==> config.mk <==
export PLATFORM = sky130hd
export DESIGN_NAME = sample_accumulator
export DESIGN_NICKNAME = d
export VERILOG_FILES = /design/src/rtl/sample_accumulator.sv
export SDC_FILE = /design/constraint.sdc
export NUM_CORES = 1
export LEC_CHECK = 0
export BUFFER_PORTS_ARGS = -buffer_cell sky130_fd_sc_hd__buf_2
export CAP_MARGIN = 20
export CORE_ASPECT_RATIO = 2
export CORE_UTILIZATION = 35
export CTS_CLUSTER_SIZE = 25
export DETAILED_ROUTE_END_ITERATION = 6
export PLACE_DENSITY = 0.54
export SLEW_MARGIN = 20
export SYNTH_ARGS = -nofsm -noshare
export SYNTH_HDL_FRONTEND = slang
export SYNTH_SLANG_ARGS = --single-unit
==> constraint.sdc <==
create_clock -name clk -period 5.7 [get_ports clk]
set_input_delay 1.425 -clock clk [delete_from_list [all_inputs] [get_ports clk]]
set_output_delay 1.425 -clock clk [all_outputs]
set_load 0.02 [all_outputs]
==> src/rtl/sample_accumulator.sv <==
// sample_accumulator: sums each block of 2^DIV_LOG2 unsigned samples and
// presents the exact full-precision sum on a registered valid/ready output.
// Feeds the rounding divide-by-2^DIV_LOG2 stage directly (block averager).
module sample_accumulator #(
  parameter int unsigned DIV_LOG2   = 3,
  parameter int unsigned DATA_WIDTH = 32,
  parameter int unsigned SUM_WIDTH  = DATA_WIDTH + DIV_LOG2
) (
  input  logic                  clk,
  input  logic                  reset,
  input  logic                  clear,
  input  logic [DATA_WIDTH-1:0] din,
  input  logic                  din_valid,
  output logic                  din_ready,
  output logic [SUM_WIDTH-1:0]  dout,
  output logic                  dout_valid,
  input  logic                  dout_ready
);

  logic [SUM_WIDTH-1:0] acc;
  logic [DIV_LOG2-1:0]  cnt;
  logic [SUM_WIDTH-1:0] sum;
  logic                 last;
  logic                 accept;
  logic                 final_beat;
  logic                 out_take;

  // Beat bookkeeping and input-side flow control. Only the completing beat
  // needs output space; earlier beats of a block keep accumulating during a stall.
  always_comb begin
    last       = (cnt == '1);
    sum        = acc + SUM_WIDTH'(din);
    din_ready  = !clear && (!last || !dout_valid || dout_ready);
    accept     = din_valid && din_ready;
    final_beat = accept && last;
    out_take   = dout_valid && dout_ready;
  end

  // Running sum and in-block sample counter; clear discards the partial block.
  always_ff @(posedge clk or posedge reset) begin
    if (reset) begin
      acc <= '0;
      cnt <= '0;
    end else if (clear) begin
      acc <= '0;
      cnt <= '0;
    end else if (accept) begin
      if (last) begin
        acc <= '0;
        cnt <= '0;
      end else begin
        acc <= sum;
        cnt <= cnt + DIV_LOG2'(1);
      end
    end
  end

  // Output register: loads on the completing beat, drops valid only on a
  // handshake with no new sum arriving in the same cycle.
  always_ff @(posedge clk or posedge reset) begin
    if (reset) begin
      dout       <= '0;
      dout_valid <= 1'b0;
    end else if (final_beat) begin
      dout       <= sum;
      dout_valid <= 1'b1;
    end else if (out_take) begin
      dout_valid <= 1'b0;
    end
  end

endmodule

==> results of run 1 <==
-- power by group through the flow --
stage | clock (mW) | combinational (mW) | sequential [mW]
floorplan | 0 | 0.405 | 0.591
global placement | 0 | 0.520 | 0.596
detailed placement | 0 | 0.522 | 0.597
CTS | 0.635 | 0.525 | 0.588
global route | 0.662 | 0.582 | 0.593
finish | 0.622 | 0.524 | 0.588
-- state kept, by name, indices dropped and copies added (netlist names) --
register    count
dout_valid      1
cnt             3
dout           35
acc            35
-- per-layer routing --
metal | share of wire [%] | vias up
li1 | - | 1984
met1 | 39 | 1964
met2 | 55 | 87
met3 | 2.4 | 33
met4 | 3.8 | 0
met5 | 0 | -
-- worst register-to-register path, delay by kind of cell (launching register included) --
family / cells / cell delay, ps
flops: 1 / 390
simple gates: 2 / 500
compound gates: 5 / 1290
fa+ha+maj: 2 / 630
-- path summary, 6_finish.rpt --
check	from	to	slack [ps]	depth (start not counted)
max	din[0]	acc[28]	1970	10
min	dout[9]	dout[9]	470	2
max reg2reg	acc[0]	acc[28]	2770	9
min reg2reg	dout[9]	dout[9]	470	2
max in group asynchronous	reset	dout[24]	3470	3
min in group asynchronous	reset	dout[4]	1220	2
-- cells in the final DEF (no fill, tap or decap), drive strengths merged, types with 8 or more instances in the layout --
cell type / count
mux2: 12
nand4: 8
xor2: 8
ha: 34
o211ai: 10
a21oi: 37
nand3: 16
buf: 77
a21o: 13
inv: 9
clkbuf: 11
nand2: 77
dfrtp: 74
xnor2: 18
o21ai: 32
nor2: 16
nor3: 9
a22o: 27
-- metrics by stage --
step / cells / setup slack, ps / power (mW) / utilization (%)
finish: 726 / 1970 / 1.73 / 41.6
global route: 726 / 1860 / 1.84 / 41.6
detailed placement: 710 / 1620 / 1.12 / 39.3
floorplan: 501 / 1930 / 0.996 / -
global placement: 710 / 1650 / 1.12 / 39.3
CTS: 726 / 1970 / 1.75 / 41.6
-- cell families after synthesis --
logic type	Yosys count
compound gates	165
simple gates	156
flops	74
fa+ha+maj	35
buf+inv	32
xor+xnor	26
mux	13
-- final cells by class --
cell class                      count  area [um2]
Fill cell                        1396        7800
Multi-Input combinational cell    395        2770
Clock inverter                      5        77.6
Timing Repair Buffer               77         395
Inverter                            9        33.8
Tap cell                          155         194
Sequential cell                    74        1850
Clock buffer                       11         243
==> run summary, run 1 <==
EDFF count, synth: 0
Mapped Area: 4770 um2
Crit path kind: in -> reg
DP HPWL: 9940 um
Skew final: 7.14 ps
Int Pwr: 1.16 mW
Hold slack: 467 ps
Status: completed
CTS Hold Bufs: 0
Critical Path Max Stage Delay: 410 ps
Antenna fix cells: 0
Final slew viol count: 0
Syn avg cell area: 9.53 um2
Yosys cell types: 67
Crit path max fanout: 4
Core Area: 13400 um2
H-tree Lvls: 3
Largest net degree at the start of global routing: 39
Overall Global Routing Usage: 19.6%
Commonest cells post-synth: 77 x nand2_1, 74 x dfrtp_1, 35 x a21oi_1
Fin nets: 638
Post-synthesis mux area share: 3.04%
Post-CTS Setup Repair Bufs: 0
Drt wl/cell: 18.1 um
Post-CTS sizing: 0
Worst setup SP type: input port
CTS tree: yes
Initial antenna violation count: 0
Delay-heaviest family, CP: compound AO/OA/AOI/OAI gates
Crit-path slowest cell: fa_1
Initial Utilization: 35.7%
First-pass GRT wire length: 21500 um
Seq/Total Area, Yosys: 38.8%
Worst ir drop on vdd: 0.150 mV
Via density: 5.60
Sw frac: 33.1%
RSZ-0062 raised after global routing: false
Hold Violations, Final: 0
WP buf/inv: 1
Routed WL: 13100 um
Area share of the largest cell type after synthesis: 38.8%
Layout cells sized above 1: 22.4%
Compound-Gate Fraction of Synth Area: 24.9%
Synth Net Count: 573
Worst Setup End Kind: register
Num CTS Buffers: 9
Largest family of logic cells by synthesized area: compound AO/OA/AOI/OAI gates
Met3 Use GR: 3.35%
Cell Rows: 60
P_sw: 0.573 mW
Clock tree buffer depth: 2
Static leakage: 2.80 nW
DRC: 0
Post-synth ARST share: 100%
Slew margin rel.: 39.0%
Area leader, netlist: dfrtp_1
IO buf count: 73
CP required: 5930 ps
Cell area after placement: 5250 um2
Yosys reg bits: 74
Ports: 74
Crit path cell chain: buf_2, ha_1, fa_1, a21o_1, a221oi_4, nor4_2, o21a_1, o211a_1, or3_1, a32o_1
Horiz. Die Dim: 84.6 um
Met2 Track Usage GR: 35.9%
Synth Instances: 501
Pwr Density: 312 nW/um2
Most common cell in the netlist: nand2_1
CTS sink cnt: 74
Top_reg_cell synth: dfrtp_1
Synthesis-to-finish area growth: 16.6%
CTS clk-pin slew, worst paths: 60 ps
Die Area: 14100 um2
Final GP Congestion: 0.868
Root Driver: clkbuf_16
Chip height: 167 um
Logic pwr share: 30.2%
Initial DRC Count: 215
Via count: 4068
Period minus WS final: 3730 ps
Main area contributors after synthesis: dfrtp_1 39%, ha_1 8.9%, nand2_1 6.1%, a22o_1 5.0%, a21oi_1 3.7%
Setup violators final: 0
Post-DRT Antenna Nets: 0
Final Instance Area: 5570 um2
Xor/xnor share of the synthesized area: 4.77%
Worst hold-check path type: reg -> reg
Worst-skew pair later-pin latency: 340 ps
Simple-gate share of the synthesized area: 15.9%
F_max: 0.268 GHz
Pre-antenna DRT Iters: 6
Setup TNS: 0 ps
CP arrival: 3960 ps
Flop pwr share: 33.9%
Vias in the first global route: 4230
Grt ovf: 0
Maxcap violations: 0
Worst slew pin tran: 914 ps
Fin crit share: 65.4%
Synth warn: 0
GR peak layer: met2
Met1 Usage GRT: 21.5%
Synth Area in Adders: 9.33%
Clk pwr share: 35.9%
Power figures use the tool's default switching activity.
==> run 2: changes to the inputs <==
- clock period: 5.7 -> 3.55 ns (I/O delays scaled with it)
==> run 2 against run 1 <==
  * The run now ends with DRC left
  * Global-route usage up 0.058 points
  * Clock power up 62%
  * Flip-flop and latch count unchanged
  * Worst hold slack worse by 0.99 ps
  * Cell count up 1.9%
  * Count of clock-buffer cells in the layout down 1
  * Routed wire length up 0.74%
  * Final area up 2.0%
  * Core utilization up 0.81 points
  * Critical path depth unchanged
==> run summary, run 2 (same netlist as run 1, synthesis figures left out) <==
Overall Global Routing Usage: 19.6% (+0.058 points)
Final slew viol count: 0 (unchanged)
Ports: 74 (unchanged)
Hold Path Origin: dout[5]
Final Instance Area: 5670 um2 (+2.0%)
Slew margin rel.: 57.3% (+18 points)
Horiz. Die Dim: 84.6 um (unchanged)
Dpl cells: 724 (+2.0%)
CTS Hold Bufs: 0 (unchanged)
CTS sink cnt: 74 (unchanged)
Critical Path Max Stage Delay: 420 ps (about the same)
Total power: 2.81 mW (+62%)
Routed WL: 13200 um (+0.74%)
Largest net degree at the start of global routing: 38 (-2.6%)
Vias in the first global route: 4385 (+3.7%)
Static leakage: 2.87 nW (+2.4%)
Via density: 5.62 (+0.35%)
Post-CTS Setup Repair Bufs: 0 (unchanged)
Post-DRT Antenna Nets: 0 (unchanged)
WP buf/inv: 1 (unchanged)
Initial antenna violation count: 0 (unchanged)
DP HPWL: 10200 um (+2.5%)
Crit path cell chain: buf_2, ha_1, fa_1, a21o_1, a221oi_4, nor4_2, o21a_1, o211a_1, or3_1, a32o_1
Worst-skew pair later-pin latency: 350 ps (about the same)
Post-CTS sizing: 0 (unchanged)
Crit path max fanout: 3 (-1)
Failing checks: DRC
Worst hold-check path type: reg -> reg
Clock tree buffer depth: 2 (unchanged)
Sw frac: 33.1% (about the same)
Hold slack: 466 ps (-0.989 ps)
Commonest non-fill, non-tap cell in the layout: nand2_1
Drt wl/cell: 17.8 um (-1.2%)
Core Area: 13400 um2 (unchanged)
Fin crit share: 89.2%
Synthesis-to-finish area growth: 18.8%
F_max: 0.316 GHz
Initial Utilization: 35.7% (unchanged)
Via count: 4161 (+2.3%)
Post-route insts no fill: 740 (+1.9%)
Grt ovf: 0 (unchanged)
Skew final: 13.9 ps (+6.74 ps)
Setup violators final: 0 (unchanged)
Status: finished, violations left
Biggest regs: acc x35, dout x35, cnt x3
Die Area: 14100 um2 (unchanged)
Flop pwr share: 33.6% (-0.3 points)
# fillers: 1363 (-2.4%)
Delay-heaviest family, CP: compound AO/OA/AOI/OAI gates
Setup TNS: 0 ps (unchanged)
Root Driver: clkbuf_16
Crit path kind: in -> reg
R2R Setup Slk: 650 ps (-2120 ps)
Pre-antenna DRT Iters: 7 (+1)
Hold endpoint: dout[5]
Most frequent cells in the layout: 77 x nand2_1, 74 x dfrtp_1, 73 x buf_2
P_sw: 0.930 mW (+62%)
H-tree Lvls: 3 (unchanged)
Worst setup SP type: input port
Worst slew pin tran: 635 ps (-279 ps)
Pwr Density: 496 nW/um2 (+59%)
Hold Path Depth: 2 (unchanged)
RSZ-0062 raised after global routing: false
Layout cells sized above 1: 24.4% (+2.0 points)
Hold Violations, Final: 0 (unchanged)
Int Pwr: 1.88 mW (+62%)
Maxcap violations: 0 (unchanged)
IO buf count: 73 (unchanged)
DRC: 6 (+6)
Worst ir drop on vdd: 0.239 mV (+59%)
First-pass GRT wire length: 21700 um (+0.86%)
CP Depth: 10 (unchanged)
Initial DRC Count: 195 (-9.3%)
RR Startpoint: acc[0]
Reg2reg end: acc[28]
Crit-path slowest cell: fa_1
Worst Setup End Kind: register
Antenna fix cells: 0 (unchanged)
Worst r2r path cells: 9 (unchanged)
CTS clk-pin slew, worst paths: 60 ps (about the same)
CP arrival: 3390 ps (-570 ps)
Logic pwr share: 30.6% (+0.4 points)
Chip height: 167 um (unchanged)
Num CTS Buffers: 9 (unchanged)
CTS tree: yes
Final GP Congestion: 0.888 (+2.3%)
Cell area after placement: 5350 um2 (+1.9%)
Fin nets: 652 (+2.2%)
CP required: 3780 ps (-2150 ps)
Cell Rows: 60 (unchanged)
Clk pwr share: 35.9% (about the same)
Period minus WS final: 3170 ps
-- run 2: changes by cell type in the layout (fill, tap and decap cells not counted) --
cell,before,now
nor2b_4,1,0
nor2b_2,0,1
clkinv_4,0,2
buf_4,4,18
clkinv_2,2,1
clkbuf_1,1,0
-- run 2: worst max-delay path by stage --
stage | start | end | slack [ps]
detailed placement | din[0] | acc[28] | 30
global route | din[0] | acc[28] | 240
CTS | din[0] | acc[28] | 380
floorplan | din[0] | acc[28] | 320
finish | din[0] | acc[28] | 380
global placement | din[0] | acc[28] | 80
-- run 2: cell type report --
cell class	instances	area (um2)	area share (%)
Timing Repair Buffer	91	500	8.82
Multi-Input combinational cell	395	2770	48.7
Tap cell	155	194	3.42
Clock buffer	10	239	4.21
Inverter	9	33.8	0.595
Clock inverter	6	90.1	1.59
Sequential cell	74	1850	32.6
-- run 2: through the flow --
step           utilization (%)  setup slack [ps]
2_1_floorplan                -               316
3_3_place_gp              40.0              82.7
3_5_place_dp              40.0              25.4
4_1_cts                   42.5               376
5_1_grt                   42.5               244
6_report                  42.5               383
-- run 2: worst min-delay path: cells and delay by family (launching register included) --
kind          cells  cell delay [ps]
flops             1              340
simple gates      2              100
-- run 2: routing by layer --
| layer | track usage [%] | share of wire [%] | vias to the layer above |
|---|---|---|---|
| met3 | 3.45 | 3.9 | 27 |
| met1 | 20.1 | 37 | 2012 |
| li1 | - | - | 2017 |
| met5 | 0 | 0 | - |
| met4 | 8.92 | 3.6 | 0 |
| met2 | 37.8 | 55 | 105 |
-- run 2: power by group through the flow --
stage / Combinational (mW) / Sequential (mW) / Clock (mW)
6_report: 0.860 / 0.944 / 1.01
5_1_grt: 0.952 / 0.951 / 1.06
4_1_cts: 0.865 / 0.944 / 1.03
3_5_place_dp: 0.858 / 0.958 / 0
3_3_place_gp: 0.852 / 0.957 / 0
2_1_floorplan: 0.650 / 0.949 / 0
